<file path="src/rtl/if_stage.sv">
// Instruction fetch stage: PC register, next-PC selection and the IF/ID pipeline register,
// plus cycle/stall/flush performance counters.
module if_stage #(
  parameter logic [31:0] RESET_PC = 32'h00000000
) (
  input  logic        clk,
  input  logic        reset,
  input  logic        Stall,
  input  logic [1:0]  PCSrc,
  input  logic [31:0] JrTarget,
  input  logic        BranchTaken,
  input  logic [31:0] BranchTarget,
  output logic [31:0] IM_Addr,
  input  logic [31:0] IM_Data,
  output logic [31:0] IFID_Instruction,
  output logic [31:0] IFID_PC_plus4,
  output logic        IFID_Valid,
  output logic [31:0] CycleCount,
  output logic [31:0] StallCount,
  output logic [31:0] FlushCount
);

  logic [31:0] pc_q, pc_d;
  logic [31:0] instr_q, instr_d;
  logic [31:0] pc4_q, pc4_d;
  logic        valid_q, valid_d;
  logic [31:0] cycle_cnt_q, cycle_cnt_d;
  logic [31:0] stall_cnt_q, stall_cnt_d;
  logic [31:0] flush_cnt_q, flush_cnt_d;

  logic [31:0] pc_plus4;
  logic [31:0] jump_target;
  logic [1:0]  pcsrc_eff;
  logic        unused_low_bits;

  // Targets are word aligned, so the low bits of the redirect inputs never reach the PC.
  assign unused_low_bits = ^{JrTarget[1:0], BranchTarget[1:0]};

  assign pc_plus4    = pc_q + 32'd4;
  assign jump_target = {pc4_q[31:28], instr_q[25:0], 2'b00};
  // A bubble in decode carries no instruction, so it must never redirect fetch.
  assign pcsrc_eff   = valid_q ? PCSrc : 2'b00;

  always_comb begin
    pc_d        = pc_q;
    instr_d     = instr_q;
    pc4_d       = pc4_q;
    valid_d     = valid_q;
    cycle_cnt_d = cycle_cnt_q + 32'd1;
    stall_cnt_d = stall_cnt_q;
    flush_cnt_d = flush_cnt_q;

    if (BranchTaken) begin
      pc_d        = {BranchTarget[31:2], 2'b00};
      instr_d     = 32'h0;
      pc4_d       = 32'h0;
      valid_d     = 1'b0;
      flush_cnt_d = flush_cnt_q + 32'd1;
    end else if (Stall) begin
      stall_cnt_d = stall_cnt_q + 32'd1;
    end else begin
      case (pcsrc_eff)
        2'b01: begin
          pc_d        = jump_target;
          instr_d     = 32'h0;
          pc4_d       = 32'h0;
          valid_d     = 1'b0;
          flush_cnt_d = flush_cnt_q + 32'd1;
        end
        2'b10: begin
          pc_d        = {JrTarget[31:2], 2'b00};
          instr_d     = 32'h0;
          pc4_d       = 32'h0;
          valid_d     = 1'b0;
          flush_cnt_d = flush_cnt_q + 32'd1;
        end
        default: begin
          pc_d    = pc_plus4;
          instr_d = IM_Data;
          pc4_d   = pc_plus4;
          valid_d = 1'b1;
        end
      endcase
    end
  end

  always_ff @(posedge clk or posedge reset) begin
    if (reset) begin
      pc_q        <= RESET_PC;
      instr_q     <= 32'h0;
      pc4_q       <= 32'h0;
      valid_q     <= 1'b0;
      cycle_cnt_q <= 32'h0;
      stall_cnt_q <= 32'h0;
      flush_cnt_q <= 32'h0;
    end else begin
      pc_q        <= pc_d;
      instr_q     <= instr_d;
      pc4_q       <= pc4_d;
      valid_q     <= valid_d;
      cycle_cnt_q <= cycle_cnt_d;
      stall_cnt_q <= stall_cnt_d;
      flush_cnt_q <= flush_cnt_d;
    end
  end

  assign IM_Addr          = pc_q;
  assign IFID_Instruction = instr_q;
  assign IFID_PC_plus4    = pc4_q;
  assign IFID_Valid       = valid_q;
  assign CycleCount       = cycle_cnt_q;
  assign StallCount       = stall_cnt_q;
  assign FlushCount       = flush_cnt_q;

endmodule

</file>
<file path="config.mk">
export PLATFORM = sky130hd
export DESIGN_NAME = if_stage
export DESIGN_NICKNAME = d
export VERILOG_FILES = /design/src/rtl/if_stage.sv
export SDC_FILE = /design/constraint.sdc
export NUM_CORES = 1
export LEC_CHECK = 0
export ABC_AREA = 0
export CELL_PAD_IN_SITES_DETAIL_PLACEMENT = 1
export CELL_PAD_IN_SITES_GLOBAL_PLACEMENT = 1
export CORE_UTILIZATION = 35
export CTS_CLUSTER_SIZE = 12
export DETAILED_ROUTE_END_ITERATION = 6
export PLACE_DENSITY = 0.84
export SKIP_LAST_GASP = 1
export SLEW_MARGIN = 20
export SYNTH_ARGS = -nofsm -noshare
export SYNTH_HDL_FRONTEND = slang
export SYNTH_SLANG_ARGS = --single-unit
</file>
<file path="constraint.sdc">
create_clock -name clk -period 8.65 [get_ports clk]
set_input_delay 1.73 -clock clk [delete_from_list [all_inputs] [get_ports clk]]
set_output_delay 1.73 -clock clk [all_outputs]
set_load 0.05 [all_outputs]
</file>
==> Word-level counts from Yosys, hierarchy flattened <==
Index checks and enable logic that the tools add are counted.
{ "classes": {"addsub": 4, "n_eq_ne": 3, "n_mux": 16, "n_bitwise": 1, "reduce_logical": 4} }
{ "ops": {"columns": ["operator", "count"], "rows": [
  ["$mux W32", 11],
  ["$add A32 B1 Y32 const B", 3],
  ["$pmux W32 S2", 1],
  ["$add A32 B3 Y32 const B", 1],
  ["$reduce_and A2 Y1", 2],
  ["$mux W1", 3],
  ["$eq A2 B1 Y1 const B", 1],
  ["$eq A2 B2 Y1 const B", 1],
  ["$mux W2", 1],
  ["$ne A2 B1 Y1 const B", 1],
  ["$reduce_bool A2 Y1", 1],
  ["$reduce_or A2 Y1", 1],
  ["$not A1 Y1", 1]
]} }
{ "totals": {"regBits": 193, "in_bits": 102, "out_inout_bits": 193, "word_cells": 35} }

==> Logic depth before layout (Yosys ltp) <==
Gate-level depths: netlist of the first run.
{ "depth": {"depth_word": 6, "depth_mapped": 10} }

==> Worst setup path before layout of the first run <==
No wires, ideal clock.
{ "synth_timing": {"path_type": "in2reg", "from": "input PCSrc[0]", "to": "register flush_cnt_q[27], in the netlist FlushCount[27]", "setup_ps": 82, "arrival_ps": 3295, "setup_slack_ps": 5273, "path_stages": 7, "cell_sequence": "and2_1 ha_1 o21bai_1 nand3_1 nor3_2 and3_1 xor2_1"} }
{ "synth_via": {"elab_chain_cells": 5, "word_cells_on_any_way": 6, "cone_classes": "eq/ne (2); mux (1); reduce/logical (3)"} }
{ "synth_rtl": {"columns": ["element", "line", "source"], "rows": [
  ["start, declared", "9", "input logic [1:0] PCSrc,"],
  ["$mux W2 *", "42", "assign pcsrc_eff = valid_q ? PCSrc : 2'b00;"],
  ["$eq A2 B2 Y1 or $eq A2 B1 Y1 (tied branches)", "62", "case (pcsrc_eff)"],
  ["$reduce_or A2 Y1 (no line) *", null, null],
  ["$reduce_bool A2 Y1 (no line) *", null, null],
  ["$reduce_and A2 Y1 (no line) *", null, null],
  ["end signal, assigned", "103", "flush_cnt_q <= flush_cnt_d;"],
  ["end, declared", "29", "logic [31:0] flush_cnt_q, flush_cnt_d;"]
]} }
Every way passes the cells marked *; elsewhere a longest branch is shown, timed or not.
A chain may end at the register's enable or synchronous reset.

==> Worst setup path after layout of the first run <==
{ "layout_timing": {"from": "input PCSrc[0]", "to": "register pc4_q[31], in the netlist IFID_PC_plus4[31]"} }
{ "layout_via": {"elab_chain_cells": 6, "word_cells_on_any_way": 7, "cone_classes": "eq/ne (2); mux (4); reduce/logical (1)"} }
{ "layout_rtl": {"columns": ["element", "line", "source"], "rows": [
  ["$mux W2 *", "42", null],
  ["$eq A2 B2 Y1 or $eq A2 B1 Y1 (tied branches)", "62", null],
  ["$reduce_or A2 Y1 (no line) *", null, null],
  ["$mux W32 *", "62", null],
  ["$mux W32 *", "59", "end else if (Stall) begin"],
  ["$mux W32 *", "53", "if (BranchTaken) begin"],
  ["end signal, assigned", "99", "pc4_q <= pc4_d;"],
  ["end, declared", "25", "logic [31:0] pc4_q, pc4_d;"]
]} }
Every way passes the cells marked *; elsewhere a longest branch is shown, timed or not. The select of a mux whose other input is x is not followed.

==> implementation parameters, run 1 <==
Parameter                              Value

Run status
  Run status    finished, final reports clean

Synth
  Average size of a mapped cell    10.5 sq um
  Total standard cell area after synthesis    9200 sq um
  Sequential element share of the synthesized area    0.517
  Top cell type's share of synthesized area    0.517
  Dominant register cell in the synthesized netlist    sky130_fd_sc_hd__dfrtp_1
  Distinct cells, synth    60
  Yosys warning count    0
  EDFF count, synth    0
  Share of flip-flops with an asynchronous set or reset    1.00
  Post-synthesis cell type with the largest combined area    sky130_fd_sc_hd__dfrtp_1
  Number of storage elements in the synthesis netlist    190
  Biggest area contributors in the synthesized netlist    sky130_fd_sc_hd__dfrtp_1, sky130_fd_sc_hd__xnor2_1, sky130_fd_sc_hd__a22o_1
  Post-Syn Instances    879

Placement
  Half-perimeter wire length after placement    23000 um
  # port buffers    288
  Routability congestion estimate    0.854

Clock network
  CTS clk-pin slew, worst paths    0.08 ns
  Clock tree from TritonCTS    yes
  Post-CTS setup-driven buffer insertion count    0
  Worst-case clock buffer depth    2
  Level count of the clock H-tree    4
  Number of hold buffers added after CTS    0
  Insertion delay to the later sink of the worst-skew pair    0.44 ns
  Number of resized instances in the post-cts repair step    0
  Total clock buffers created by CTS    17
  Buffer cell driving the clock tree root    sky130_fd_sc_hd__clkbuf_16
  Count of clock tree sinks    190

STA
  Final-report setup violation count    0
  Peak Freq    205 MHz
  Summed negative setup slack over all endpoints    0 ns
  Final period util    0.564
  Setup clock skew after layout    0.0149 ns
  Final Hold Viols    0
  Slew Limit Fails    0
  Tightest Pin Transition    1.05 ns
  Final Critical Period    4.87 ns
  Worst rel slew slack    0.297
  Setup repair after global routing missed its margin    false

Floorplanning
  Boundary Pins    295
  Number of cell rows    58
  Height of the die    164 um
  Die area    26900 sq um
  Chip width    164 um
  Starting Density    0.361
  Core Region    25500 sq um

Cells and area
  Post-route core utilization    0.512
  Fill count    2767
  Storage element area    4750 sq um
  Area delta synth->final    41.7%
  Fin nets    1259
  Multi-input gate area    4190 sq um
  Share of post-route cells with drive strength above 1    0.0541

Routing
  Drt initial violations    458
  Router iterations before antenna repair    5
  Remaining antenna violation count after routing    0
  Amount of wire on met3 after detailed routing    1430 um
  Via-per-instance ratio    5.43
  Routed WL    31600 um
  Drt drc    0
  Final routed wire length divided by cell count    21.1 um
  Met2 WL post-DR    15800 um
  WL met1    13500 um
  Uppermost layer routed    met5
  Via count    8138

Worst setup path
  Required time of the critical path    9.00 ns
  Kind of critical path    in2reg
  Type of destination of the critical path    flip-flop
  Slowest Stage Delay on Critical Path    0.98 ns
  Cell Chain, Critical Path    clkdlybuf4s50_1 -> and2_1 -> ha_1 -> nand2b_1 -> nor2_4 -> a32oi_1 -> o211ai_1
  Peak fanout along the critical path    40
  CP Data Arrival Time    5.23 ns
  Type of origin of the critical path    primary input
  Max stage delay cell, worst path    sky130_fd_sc_hd__nor2_4
  Reg2Reg Depth    6

Flow run
  Number of max-capacitance violations reported    0

Global routing
  Wire length of the first global-routing pass    49600 um
  Vias in the first global route    8533
  GRT Resource Usage Total    0.241
  Global route overflow    0
  Initial antenna violation count    7
  Pin count of the biggest net entering global routing    126

Min path
  Classification of the worst-slack hold path    reg2reg
  Min-Delay Path Depth    2

Pwr
  Static Leak    5.41 nW
  Total power divided by cell area    199 nW/um^2
  Worst VDD drop    0.105 mV
[logic make-up after synthesis]
kind of cell | Yosys count | share of synthesized area
xor+xnor | 117 | 0.111
simple gates | 298 | 0.173
flops | 190 | 0.517
other cells | 1 | 0.000408
mux | 2 | 0.00218
buf+inv | 67 | 0.0297
compound gates | 198 | 0.158
fa+ha+maj | 6 | 0.00816
[routing by layer]
metal / vias to the layer above / GRT usage
met5: - / 0
met4: 2 / 0.108
met3: 43 / 0.0429
met2: 217 / 0.395
met1: 4138 / 0.308
li1: 3738 / -
[cells in the mapped netlist, types with 6 or more instances]
master / count
sky130_fd_sc_hd__a21oi_1: 25
sky130_fd_sc_hd__a221o_1: 6
sky130_fd_sc_hd__a221oi_1: 16
sky130_fd_sc_hd__a22o_1: 59
sky130_fd_sc_hd__a22oi_1: 8
sky130_fd_sc_hd__and2_1: 6
sky130_fd_sc_hd__and3_1: 15
sky130_fd_sc_hd__and4_1: 9
sky130_fd_sc_hd__buf_1: 10
sky130_fd_sc_hd__clkbuf_1: 27
sky130_fd_sc_hd__dfrtp_1: 190
sky130_fd_sc_hd__ha_1: 6
sky130_fd_sc_hd__inv_1: 21
sky130_fd_sc_hd__nand2_1: 94
sky130_fd_sc_hd__nand2b_1: 6
sky130_fd_sc_hd__nand3_1: 59
sky130_fd_sc_hd__nand4_1: 23
sky130_fd_sc_hd__nor2_1: 38
sky130_fd_sc_hd__nor3_1: 14
sky130_fd_sc_hd__nor4_1: 7
sky130_fd_sc_hd__o21ai_0: 38
sky130_fd_sc_hd__o21ai_1: 6
sky130_fd_sc_hd__xnor2_1: 81
sky130_fd_sc_hd__xor2_1: 36
[critical path: cells and delay by family]
kind	cells	cell delay (ns)
simple gates	3	1.79
fa+ha+maj	1	0.91
compound gates	2	0.36
buf+inv	1	0.39
[power breakdown]
group | internal, W | switching, W
Sequential | 0.000960 | 0.000107
Clock | 0.000419 | 0.000404
Combinational | 0.000252 | 0.000455
[worst paths after layout]
kind                              startpoint                 to  slack [ns]
max                                 PCSrc[0]  IFID_PC_plus4[31]        3.78
max in group asynchronous              reset     FlushCount[26]        5.28
min in group asynchronous              reset      CycleCount[9]        1.84
min                        IFID_PC_plus4[26]  IFID_PC_plus4[26]        0.48
max reg2reg                       IFID_Valid  IFID_PC_plus4[31]        5.04
min reg2reg                IFID_PC_plus4[26]  IFID_PC_plus4[26]        0.48
[through the flow]
stage          hold WS [ns]  worst slack (ns)  instance area [sq um]  power [W]  instances
2_1_floorplan         0.709              1.75                   9200    0.00150        880
3_3_place_gp          0.462              3.40                  12400    0.00178       1462
3_5_place_dp          0.470              3.32                  12400    0.00179       1462
4_1_cts               0.487              3.76                  13000    0.00262       1494
5_1_grt               0.505              3.45                  13000    0.00270       1500
6_report              0.479              3.78                  13000    0.00260       1500
[cell type report]
| class | count | share of cell area |
|---|---|---|
| clock inverters | 15 | 0.0149 |
| clock buffers | 17 | 0.0326 |
| diodes | 6 | 0.00115 |
| inverters | 21 | 0.00663 |
| repair buffers | 298 | 0.227 |
| multi-input cells | 623 | 0.322 |
| flip-flops and latches | 190 | 0.365 |
| well taps | 330 | 0.0317 |
[cell usage in the layout, fill, tap and decap left out, drive strengths merged, types with 3 or more instances in the layout]
master	count
a211oi	4
a21oi	25
a221o	7
a221oi	16
a22o	59
a22oi	8
a2bb2oi	5
a32oi	3
and2	6
and3	16
and4	9
buf	11
clkbuf	17
clkdlybuf4s50	287
clkinv	7
dfrtp	190
diode	6
ha	6
inv	27
nand2	94
nand2b	6
nand3	64
nand4	24
nor2	38
nor2b	4
nor3	16
nor4	11
o211ai	5
o21ai	45
o22a	3
o2bb2a	3
or4	6
xnor2	81
xor2	36
[flip-flops by register name, indices dropped and copies added, names as in the netlist]
| name | flops |
|---|---|
| CycleCount | 32 |
| FlushCount | 32 |
| IFID_Instruction | 32 |
| StallCount | 32 |
| IFID_PC_plus4 | 31 |
| IM_Addr | 30 |
| IFID_Valid | 1 |
Power figures use the tool's default switching activity.
==> run 2: changes to the inputs <==
==> constraint.sdc (replaced) <==
create_clock -name clk -period 4.8 [get_ports clk]
set_input_delay 0.96 -clock clk [delete_from_list [all_inputs] [get_ports clk]]
set_output_delay 0.96 -clock clk [all_outputs]
set_load 0.05 [all_outputs]
==> implementation parameters, run 2 (synthesis gave the netlist of run 1 again) <==
Parameter                              Value

Run status
  Run status    finished, final reports clean

Clock network
  Worst-case clock buffer depth    2
  Total clock buffers created by CTS    17
  Post-CTS setup-driven buffer insertion count    0
  Count of clock tree sinks    190
  Clock tree from TritonCTS    yes
  CTS clk-pin slew, worst paths    0.09 ns
  Level count of the clock H-tree    4
  Insertion delay to the later sink of the worst-skew pair    0.44 ns
  Number of hold buffers added after CTS    0
  Buffer cell driving the clock tree root    sky130_fd_sc_hd__clkbuf_16
  Number of resized instances in the post-cts repair step    0

Cells and area
  Storage element area    4750 sq um
  Fin nets    1266
  Top library cells by usage in the layout, fill and taps aside    sky130_fd_sc_hd__clkdlybuf4s50_1, sky130_fd_sc_hd__dfrtp_1, sky130_fd_sc_hd__nand2_1
  Most common library cell in the layout ignoring fill and taps    sky130_fd_sc_hd__clkdlybuf4s50_1
  Share of post-route cells with drive strength above 1    0.0598
  Multi-input gate area    4190 sq um
  Post-route core utilization    0.514
  Fill count    2802
  Area delta synth->final    42.4%

Pwr
  Sequential share of power    0.411
  Internal power of the cells    0.00292 W
  Switching portion of total power    0.377
  PnR Total Power    0.00468 W
  Combinational power share    0.275
  Clock share of power    0.314
  Worst VDD drop    0.195 mV
  Static Leak    5.45 nW
  Sw Pwr    0.00177 W
  Total power divided by cell area    357 nW/um^2

Routing
  Final routed wire length divided by cell count    21.8 um
  Routed WL    32800 um
  Drt initial violations    551
  Via count    8200
  Router iterations before antenna repair    5
  Via-per-instance ratio    5.44
  Remaining antenna violation count after routing    0
  Drt drc    0

Floorplanning
  Die area    26900 sq um
  Height of the die    164 um
  Number of cell rows    58
  Boundary Pins    295
  Chip width    164 um
  Core Region    25500 sq um
  Starting Density    0.361

STA
  Worst rel slew slack    0.342
  Summed negative setup slack over all endpoints    0 ns
  Setup repair after global routing missed its margin    false
  Peak Freq    278 MHz
  Final period util    0.749
  Setup clock skew after layout    0.0216 ns
  Slew Limit Fails    0
  Final-layout worst hold slack    0.472 ns
  Final-report setup violation count    0
  Final Hold Viols    0
  Final setup margin    1.21 ns
  Tightest Pin Transition    0.978 ns
  Final Critical Period    3.59 ns

Global routing
  Initial antenna violation count    8
  Vias in the first global route    8608
  GRT Resource Usage Total    0.245
  Pin count of the biggest net entering global routing    71
  Wire length of the first global-routing pass    50000 um
  Global route overflow    0

Worst setup path
  Max stage delay cell, worst path    sky130_fd_sc_hd__or4_1
  Cell Chain, Critical Path    clkdlybuf4s50_1 -> and2_1 -> ha_1 -> nor2b_1 -> buf_4 -> nand2b_1 -> or4_1 -> nand3_1
  CP Data Arrival Time    3.96 ns
  Required time of the critical path    5.16 ns
  Reg2Reg Depth    7
  Kind of critical path    in2reg
  Peak fanout along the critical path    23
  Type of destination of the critical path    flip-flop
  Slowest Stage Delay on Critical Path    0.73 ns
  Type of origin of the critical path    primary input

Placement
  # port buffers    288
  Half-perimeter wire length after placement    24500 um
  Routability congestion estimate    0.871
  Worst slack after detailed placement    0.775 ns

Min path
  Classification of the worst-slack hold path    reg2reg
  Min-Delay Path Depth    1

Flow run
  Number of max-capacitance violations reported    0
-- run 2: cell type report --
cell class	count	share of cell area
clock buffer	18	0.0335
antenna	7	0.00134
clock inverter	14	0.0134
timing repair buffer	305	0.231
tap	330	0.0315
multi-input combinational	623	0.320
sequential	190	0.363
inverter	21	0.00630
-- run 2: per-layer routing --
layer / global-route usage / wire length (um) / vias up
li1: - / - / 3746
met1: 0.306 / 13700 / 4140
met2: 0.403 / 16200 / 243
met3: 0.0518 / 1710 / 69
met4: 0.114 / 1250 / 2
met5: 0 / 12 / -
-- run 2: critical path: cells and delay by family --
family / cells / cell delay, ns
and+or+nand+nor: 5 / 1.73
adders and majority gates: 1 / 0.59
buffers and inverters: 2 / 0.65
-- run 2: power groups by stage --
stage	sequential, W	clock (W)	combinational, W
2_1_floorplan	0.00236	0	0.000347
3_3_place_gp	0.00194	0	0.00127
3_5_place_dp	0.00195	0	0.00129
4_1_cts	0.00192	0.00150	0.00130
5_1_grt	0.00195	0.00155	0.00136
6_report	0.00192	0.00147	0.00129
-- run 2: path summary, 6_finish.rpt --
check	from	to	slack, ns
max reg2reg	IFID_Valid	IFID_PC_plus4[29]	1.69
max	PCSrc[0]	IFID_PC_plus4[29]	1.21
min reg2reg	StallCount[31]	StallCount[31]	0.47
min	StallCount[31]	StallCount[31]	0.47
max in group asynchronous	reset	StallCount[25]	2.94
min in group asynchronous	reset	CycleCount[9]	1.03
-- run 2: metrics by stage --
stage                     std cells  instance area [sq um]
final                          1508                  13100
after global routing           1507                  13100
after CTS                      1501                  13100
after detailed placement       1469                  12500
after global placement         1469                  12500
after floorplan                 880                   9210
